## config.mk

```make
export PLATFORM = sky130hd
export DESIGN_NAME = conv_sequencer
export DESIGN_NICKNAME = d
export VERILOG_FILES = /design/src/rtl/conv_pkg.sv /design/src/rtl/conv_mac.sv /design/src/rtl/conv_sequencer.sv
export SDC_FILE = /design/constraint.sdc
export NUM_CORES = 1
export LEC_CHECK = 0
export ABC_CLOCK_PERIOD_IN_PS = 10870
export CAP_MARGIN = 20
export CORE_UTILIZATION = 55
export CTS_BUF_LIST = sky130_fd_sc_hd__clkbuf_4
export CTS_CLUSTER_SIZE = 28
export DETAILED_ROUTE_END_ITERATION = 12
export PLACE_DENSITY = 0.82
export SETUP_SLACK_MARGIN = 0.3
export SKIP_LAST_GASP = 1
export SYNTH_ARGS = -nofsm -noshare
export SYNTH_HDL_FRONTEND = slang
export SYNTH_HIERARCHICAL = 1
export SYNTH_SLANG_ARGS = --single-unit
```

## constraint.sdc

```tcl
create_clock -name clk -period 10.87 [get_ports clk]
set_clock_uncertainty 0.15 [all_clocks]
set_input_delay 2.174 -clock clk [delete_from_list [all_inputs] [get_ports clk]]
set_output_delay 2.174 -clock clk [all_outputs]
set_load 0.1 [all_outputs]
```

## src/rtl/conv_pkg.sv

```systemverilog
// Shared types, dimensions and flat-bus index helpers for the 3x3-over-4x4
// convolution sequencer.
package conv_pkg;

   localparam int DATA_DIM = 4;
   localparam int FILT_DIM = 3;
   localparam int OUT_DIM  = 2;
   localparam int PIX_W    = 8;
   localparam int ACC_W    = 20;

   localparam int DATA_W   = DATA_DIM * DATA_DIM * PIX_W;
   localparam int FILT_W   = FILT_DIM * FILT_DIM * PIX_W;
   localparam int RES_W    = OUT_DIM * OUT_DIM * PIX_W;

   typedef enum logic [2:0] {
      IDLE  = 3'd0,
      LOAD  = 3'd1,
      MAC   = 3'd2,
      STORE = 3'd3,
      DONE  = 3'd4
   } state_t;

   // Filter row for tap index k = 3i + j.
   function automatic logic [1:0] tap_row(input logic [3:0] k);
      logic [1:0] r;
      case (k)
         4'd0, 4'd1, 4'd2: r = 2'd0;
         4'd3, 4'd4, 4'd5: r = 2'd1;
         default:          r = 2'd2;
      endcase
      return r;
   endfunction

   // Filter column for tap index k = 3i + j.
   function automatic logic [1:0] tap_col(input logic [3:0] k);
      return 2'(k % 4'd3);
   endfunction

   // Bit offset of data pixel (r,c): 8*(4r+c).
   function automatic logic [6:0] data_off(input logic [1:0] r, input logic [1:0] c);
      return {r, c, 3'b000};
   endfunction

   // Bit offset of filter tap (i,j): 8*(3i+j).
   function automatic logic [6:0] filt_off(input logic [1:0] i, input logic [1:0] j);
      return 7'((3 * i + j) * 8);
   endfunction

   // Bit offset of result pixel for output position pos = 2r+c.
   function automatic logic [4:0] res_off(input logic [1:0] pos);
      return {pos, 3'b000};
   endfunction

endpackage

```

## src/rtl/conv_mac.sv

```systemverilog
// Shared multiply-accumulate unit with a 20-bit accumulator and a
// combinational shift + 8-bit saturation view of the running sum.
// Ports:
//   clk, rst   clock, synchronous active-high reset
//   clr        clear accumulator (wins over en)
//   en         accumulate a*b this cycle
//   a, b       unsigned 8-bit operands
//   sat_o      sat8(acc >> SHIFT)
module conv_mac
   import conv_pkg::*;
#(
   parameter int SHIFT = 8
) (
   input  logic             clk,
   input  logic             rst,
   input  logic             clr,
   input  logic             en,
   input  logic [PIX_W-1:0] a,
   input  logic [PIX_W-1:0] b,
   output logic [PIX_W-1:0] sat_o
);

   logic [ACC_W-1:0]   acc_q;
   logic [2*PIX_W-1:0] prod;
   logic [ACC_W-1:0]   shifted;

   assign prod = (2*PIX_W)'(a) * (2*PIX_W)'(b);

   always_ff @(posedge clk) begin
      if (rst || clr) begin
         acc_q <= '0;
      end else if (en) begin
         acc_q <= acc_q + ACC_W'(prod);
      end
   end

   assign shifted = acc_q >> SHIFT;
   assign sat_o   = (shifted > ACC_W'(255)) ? 8'hFF : shifted[PIX_W-1:0];

endmodule

```

## src/rtl/conv_sequencer.sv

```systemverilog
// Sequences a 3x3 convolution over a 4x4 tile into a 2x2 result, one MAC
// per cycle through a single shared conv_mac.
// Ports:
//   clk, rst      clock, synchronous active-high reset
//   start         one-cycle run request (ignored unless idle)
//   mem_ready     memory contents valid; LOAD waits on it
//   data_in       4x4 pixels, (r,c) at [8*(4r+c)+:8]
//   filter_in     3x3 taps,   (i,j) at [8*(3i+j)+:8]
//   busy          high in every state but IDLE
//   done          one-cycle completion pulse
//   result_valid  result holds a finished tile
//   result        2x2 outputs, (r,c) at [8*(2r+c)+:8]
//
// state | meaning
// IDLE  | waiting for start
// LOAD  | waiting for mem_ready, then snapshot buses
// MAC   | one tap per cycle for current output position
// STORE | write saturated sum of current position
// DONE  | completion pulse, back to IDLE
module conv_sequencer
   import conv_pkg::*;
#(
   parameter int SHIFT = 8
) (
   input  logic              clk,
   input  logic              rst,
   input  logic              start,
   input  logic              mem_ready,
   input  logic [DATA_W-1:0] data_in,
   input  logic [FILT_W-1:0] filter_in,
   output logic              busy,
   output logic              done,
   output logic              result_valid,
   output logic [RES_W-1:0]  result
);

   state_t            state_q;
   logic              busy_q, done_q, valid_q;
   logic [RES_W-1:0]  result_q;
   logic [DATA_W-1:0] data_q;
   logic [FILT_W-1:0] filt_q;
   logic [1:0]        pos_q;
   logic [3:0]        k_q;

   logic [1:0]        ti, tj, dr, dc;
   logic [PIX_W-1:0]  mac_a, mac_b, mac_sat;
   logic              mac_en, mac_clr;

   // Operand select: output position supplies the window origin, tap index
   // supplies the offset inside it.
   assign ti    = tap_row(k_q);
   assign tj    = tap_col(k_q);
   assign dr    = {1'b0, pos_q[1]} + ti;
   assign dc    = {1'b0, pos_q[0]} + tj;
   assign mac_a = data_q[data_off(dr, dc) +: PIX_W];
   assign mac_b = filt_q[filt_off(ti, tj) +: PIX_W];

   assign mac_en  = (state_q == MAC);
   assign mac_clr = ((state_q == LOAD) && mem_ready) || (state_q == STORE);

   conv_mac #(.SHIFT(SHIFT)) u_mac (
      .clk   (clk),
      .rst   (rst),
      .clr   (mac_clr),
      .en    (mac_en),
      .a     (mac_a),
      .b     (mac_b),
      .sat_o (mac_sat)
   );

   always_ff @(posedge clk) begin
      if (rst) begin
         state_q  <= IDLE;
         busy_q   <= 1'b0;
         done_q   <= 1'b0;
         valid_q  <= 1'b0;
         result_q <= '0;
         data_q   <= '0;
         filt_q   <= '0;
         pos_q    <= '0;
         k_q      <= '0;
      end else begin
         done_q <= 1'b0;
         case (state_q)
            IDLE: begin
               if (start) begin
                  state_q  <= LOAD;
                  busy_q   <= 1'b1;
                  result_q <= '0;
                  valid_q  <= 1'b0;
               end
            end
            LOAD: begin
               if (mem_ready) begin
                  data_q  <= data_in;
                  filt_q  <= filter_in;
                  pos_q   <= '0;
                  k_q     <= '0;
                  state_q <= MAC;
               end
            end
            MAC: begin
               if (k_q == 4'd8) begin
                  state_q <= STORE;
               end else begin
                  k_q <= k_q + 4'd1;
               end
            end
            STORE: begin
               result_q[res_off(pos_q) +: PIX_W] <= mac_sat;
               k_q <= '0;
               if (pos_q == 2'd3) begin
                  state_q <= DONE;
                  done_q  <= 1'b1;
                  valid_q <= 1'b1;
               end else begin
                  pos_q   <= pos_q + 2'd1;
                  state_q <= MAC;
               end
            end
            DONE: begin
               state_q <= IDLE;
               busy_q  <= 1'b0;
            end
            default: begin
               state_q <= IDLE;
               busy_q  <= 1'b0;
            end
         endcase
      end
   end

   assign busy         = busy_q;
   assign done         = done_q;
   assign result_valid = valid_q;
   assign result       = result_q;

endmodule

```

==> results of run 1 <==
==> registers in the layout (all words and copies together) (netlist names) <==
| name | cells |
|---|---|
| state_q | 3 |
| data_q | 128 |
| busy | 1 |
| pos_q | 2 |
| result | 32 |
| filt_q | 72 |
| result_valid | 1 |
| u_mac/acc_q | 20 |
| done | 1 |
| k_q | 4 |
==> cell type report <==
type                            instances  share of cell area
Multi-Input combinational cell       1254               0.463
Sequential cell                       264               0.301
Clock inverter                         14             0.00512
Antenna cell                            1            0.000142
Tap cell                              330              0.0235
Clock buffer                          102              0.0435
Inverter                              107              0.0228
Timing Repair Buffer                  248               0.141
==> final timing paths <==
path | to | startpoint | slack (ns) | cells after the start
setup / recovery | u_mac/acc_q[13] | k_q[3] | 2.08 | 32
hold / removal | data_q[5] | data_q[5] | 0.30 | 2
setup reg to reg | u_mac/acc_q[13] | k_q[3] | 2.08 | 32
hold reg to reg | data_q[5] | data_q[5] | 0.30 | 2
==> logic make-up after synthesis <==
logic type               after synthesis  share of synthesized area
AO/OA/AOI/OAI                        366                      0.155
adder cells (fa/ha/maj)              109                      0.122
multiplexers                          69                     0.0640
flip-flops                           264                      0.370
buffers and inverters                220                     0.0611
AND/OR/NAND/NOR                      691                      0.215
XOR/XNOR                              19                     0.0127
==> metal layers <==
layer	vias up	GRT usage	share of wire
li1	6218	-	-
met2	494	0.457	0.46
met5	-	0	0
met4	0	0.111	0.025
met1	5951	0.393	0.43
met3	71	0.0632	0.079
==> per-stage QoR <==
step	cell area (um^2)	setup WS (ns)	total power (uW)	hold slack [ns]	utilization
after floorplan	14300	2.76	1230	0.282	-
after global placement	16700	2.37	1360	0.288	0.659
after detailed placement	16700	2.14	1360	0.292	0.659
after CTS	17500	2.08	2230	0.301	0.693
after global routing	17600	1.53	2320	0.318	0.694
final	17600	2.08	2210	0.301	0.694
==> worst register-to-register path, delay by kind of cell (launching register included) <==
kind / cells / cell delay, ns
AOI/OAI and AO/OA: 7 / 1.79
xor gates and xnor gates: 2 / 0.33
adders and majority gates: 11 / 4.17
buffers and inverters: 6 / 0.33
DFF: 1 / 0.58
muxes: 2 / 0.44
and+or+nand+nor: 4 / 0.88
==> power breakdown <==
part	total (uW)	switching [uW]	internal, uW
sequential	1030	22.2	1010
combinational	318	178	140
clock	863	410	453
==> placed cells by master, fill, tap and decap left out, drive strengths merged, types with 16 or more instances in the layout <==
cell	instances
nand2	455
dfxtp	264
clkdlybuf4s50	237
a21oi	221
inv	110
clkbuf	103
nor2	74
nor2b	68
a211oi	68
ha	58
fa	51
mux2i	45
and2	34
a22oi	33
mux4	16
==> impl_results.md, run 1 <==
- Total track usage: 0.291
- Post-layout min period: 8.79 ns
- Worst-skew pair later-pin latency: around 0.69 ns
- Post-synth ARST share: 0
- Placed cells: ~2200
- CTS root buffer: clkbuf_4
- Routability cong.: approximately 0.85
- Worst EP arrival: approximately 9 ns
- Setup TNS: 0 ns
- Slew HR: 0.262
- Crit Path Class: reg2reg
- First-pass GRT wire length: 61600 um
- Hold buffers post-CTS: 0
- Mapped Avg Cell Area: roughly 8 um^2
- Synth warn: 6
- Synth top area cells: dfxtp_1 (37%), nand2_1 (12%), a21oi_1 (7.8%)
- Initial Util: 0.563
- PD cells: 126 nW/um^2
- P&R area growth vs syn: 23.2%
- Yosys reg bits: 264
- DRT Pass-1 Iters: 5
- Row count: 58
- Crit end category: flop
- Die height: around 160 um
- RSZ-0062 raised after global routing: false
- Slowest library cell on the worst path: fa_1
- Nets: 2258
- Yosys cell types: between 60 and 70
- Clk buf depth: 3
- Leak: around 0.0068 uW
- Synth Flop Type: dfxtp_1
- Slew Limit Fails: 0
- CTS tree: built
- Multi-input gate area: 8150 um^2
- Mapped Cells: between 1500 and 2000
- Final WL: roughly 38000 um
- Worst Path Required: around 11 ns
- Area share of the largest cell type after synthesis: 0.370
- Vias: roughly 13000
- Yosys top cell by area: dfxtp_1
- DPL Wire Length: about 27000 um
- Syn nets: 2051
- Die X: 163 um
- Vias in the first global route: about 12000
- Syn Std Cell Area: between 10000 and 15000 um^2
- Number of setup violations in the final report: 0
- Reg area: 5290 um^2
- # H-tree levels: 3
- Largest stage delay, worst path: just under 0.7 ns
- Worst-path fanout max: 11
- Tightest Pin Transition: about 1.1 ns
- Initial DRC Count: approximately 1100
- Top delay family on crit path: adder cells
- Clock-pin slew on the worst setup and hold paths: around 0.07 ns
- Post-synth top cells: nand2_1 (455), dfxtp_1 (264), a21oi_1 (221), inv_1 (107), clkbuf_1 (94)
- Worst Path Buf+Inv: 6
- Core box area: approximately 25000 um^2
- Initial antenna violation count: 1
- WL/cell: between 15 and 20 um
- Number of synthesized flops with an enable pin: 0
- CP Launch Type: flop
- IR drop worst, VDD: ~77 uV
- Largest net degree at the start of global routing: approximately 140
- Vias per cell: 5.49
- Seq/Total Area, Yosys: 0.370
- PortBufs: around 240
- GRT overflow: 0
- Final number of hold-violating endpoints: 0
- # IOs: 239
- Die footprint: 26600 um^2
- DRC viols: 0
- TritonCTS Buffers: 70
- Most frequent cell after synthesis: nand2_1
- Final antenna-violating net count: 0
- Share of cells above drive strength 1: 0.0845
- Status: complete, no violations
- Achievable Freq: roughly 0.11 GHz
- Max-cap check violation count: 0
- Layout fillers: slightly above 2000
- Setup repair bufs after CTS: 0
- Worst Hold Class: reg2reg
- Final std cells w/o fill: ~2300
- Clock sink total: roughly 260
- Post-CTS Resized: 0
- Final period utilization: 0.809
Power figures use the tool's default switching activity.
==> run 2: changes to the inputs <==
Settings changed: ABC_CLOCK_PERIOD_IN_PS 10870 to 8000, CORE_UTILIZATION 55 to 50, PLACE_DENSITY 0.82 to 0.79.
Clock period 10.87 ns to 8 ns, I/O delays scaled along.
==> impl_results.md, run 2 (synthesis results as in run 1) <==
- Worst Hold Class: reg2reg
- P&R area growth vs syn: 29.6%
- Crit end category: flop
- Vias in the first global route: 12700 (+2.4%)
- Die height: 171 um (+4.8%)
- Largest net degree at the start of global routing: 138 (-4.2%)
- Vias: 13100 (+2.8%)
- Final antenna-violating net count: 0 (unchanged)
- Number of setup violations in the final report: 0 (unchanged)
- PD cells: 163 nW/um^2 (+30%)
- Cell mode on critical path: ha_4
- Die X: 171 um (+4.8%)
- DRC viols: 0 (unchanged)
- Core box area: 27900 um^2 (+10%)
- Tightest Pin Transition: 1.10 ns (-0.00351 ns)
- Clk buf depth: 3 (unchanged)
- Layout fillers: 2238 (+10%)
- Row count: 61 (+5.2%)
- Nets: 2309 (+2.3%)
- Slowest library cell on the worst path: fa_2
- Initial antenna violation count: 1 (unchanged)
- Worst EP arrival: 7.96 ns (-1.20 ns)
- Routability cong.: 0.889 (+4.1%)
- DRT Pass-1 Iters: 7 (+2)
- Total track usage: 0.275 (-0.0167)
- Setup TNS: 0 ns (unchanged)
- Share of cells above drive strength 1: 0.137 (+0.0523)
- GRT overflow: 0 (unchanged)
- # IOs: 239 (unchanged)
- Clock-pin slew on the worst setup and hold paths: 0.06 ns (about the same)
- Largest stage delay, worst path: 0.55 ns (-0.14 ns)
- Max FFs per register: 128 (unchanged)
- Final WL: 40800 um (+6.1%)
- DPL Wire Length: 28500 um (+5.2%)
- Slew HR: 0.265 (+0.00234)
- CP Launch Type: flop
- IR drop worst, VDD: 116 uV (+51%)
- Vias per cell: 5.43 (-1.1%)
- Final Total Pwr: 3020 uW (+37%)
- TritonCTS Buffers: 70 (unchanged)
- Achievable Freq: 0.132 GHz (+16%)
- Most common cell after layout, fill and taps aside: nand2_1
- RSZ-0062 raised after global routing: true
- Post-layout min period: 7.58 ns (-1.21 ns)
- Final period utilization: 0.948 (+0.139)
- Status: complete, no violations
- Initial Util: 0.511 (-0.0526)
- Most flops, register: data_q
- Leak: 0.00718 uW (+5.1%)
- Die footprint: 29200 um^2 (+9.9%)
- Worst-skew pair later-pin latency: 0.65 ns (-0.04 ns)
- Commonest non-fill, non-tap cells in the layout: nand2_1 (445), dfxtp_1 (262), clkdlybuf4s50_1 (237)
- CTS root buffer: clkbuf_4
- WL/cell: 16.9 um (+2.0%)
- Max-cap check violation count: 0 (unchanged)
- PortBufs: 238 (unchanged)
- Clock sink total: 264 (unchanged)
- # H-tree levels: 3 (unchanged)
- CTS tree: built
- Initial DRC Count: 890 (-22%)
- Worst-path fanout max: 8 (-3)
- Hold buffers post-CTS: 0 (unchanged)
- Final number of hold-violating endpoints: 0 (unchanged)
- Worst Path Required: 8.38 ns (-2.86 ns)
- First-pass GRT wire length: 63700 um (+3.5%)
- Slew Limit Fails: 0 (unchanged)
- Crit Path Class: reg2reg
run 2: cell count changes in the layout (fill, tap and decap cells not counted), sizes merged:
cell,before,now
buf,10,62
clkbuf,103,97
bufinv,1,2
clkinv,9,8
clkinvlp,1,0
inv,110,109
run 2: repair_timing:
action,CTS,global route
pin swaps,13,51
gates resized for setup,20,69
setup buffers,7,26
setup endpoints to repair,11,13
hold endpoints to repair,0,0
run 2: through the flow:
step           std cells  area [um^2]  hold WS (ns)  worst slack [ns]   util
6_report            2412        18500         0.300             0.420  0.662
5_1_grt             2412        18500         0.316             0.213  0.662
4_1_cts             2384        18000         0.301             0.317  0.643
3_5_place_dp        2268        17000         0.292           0.00227  0.607
3_3_place_gp        2268        17000         0.288             0.130  0.607
2_1_floorplan       1738        14300         0.282             0.302      -
run 2: path summary, 6_finish.rpt:
path,startpoint,to,slack [ns],cells past startpoint
hold / removal,data_q[19],data_q[19],0.30,2
setup / recovery,k_q[3],u_mac/acc_q[15],0.42,34
hold reg to reg,data_q[19],data_q[19],0.30,2
setup reg to reg,k_q[3],u_mac/acc_q[15],0.42,34
run 2: critical path: cells and delay by family (launching register included):
kind                     cells  cell delay [ns]
adder cells (fa/ha/maj)     11             3.58
AND/OR/NAND/NOR              6             0.91
multiplexers                 3             0.70
buffers and inverters        8             0.72
AO/OA/AOI/OAI                4             0.74
XOR/XNOR                     2             0.30
flip-flops                   1             0.35
run 2: layout make-up:
class / instances / area [um^2] / area share
well taps: 378 / 473 / 0.0256
multi-input cells: 1254 / 8540 / 0.462
clock inverters: 12 / 98.8 / 0.00535
inverters: 107 / 402 / 0.0217
clock buffers: 97 / 728 / 0.0394
repair buffers: 299 / 2960 / 0.160
diodes: 1 / 2.50 / 0.000135
flip-flops and latches: 264 / 5290 / 0.286
run 2: layer usage:
| metal | share of wire | GRT usage | routed length (um) | vias to the layer above |
|---|---|---|---|---|
| met1 | 0.42 | 0.352 | 16900 | 6212 |
| met3 | 0.069 | 0.0581 | 2810 | 83 |
| met4 | 0.026 | 0.0908 | 1050 | 0 |
| met5 | 0 | 0 | 0 | - |
| met2 | 0.49 | 0.460 | 20000 | 490 |
| li1 | - | - | - | 6307 |
run 2: report_power, final:
part	leakage [uW]	switching, uW	internal [uW]
Combinational	0.00454	261	218
Sequential	0.00214	28.9	1370
Clock	0.000498	526	616
==> run 3: changes to the inputs <==
Settings changed: ABC_CLOCK_PERIOD_IN_PS 8000 to default.
==> results of run 3 <==
The final DEF is identical to that of run 2; final timing and power are the same.
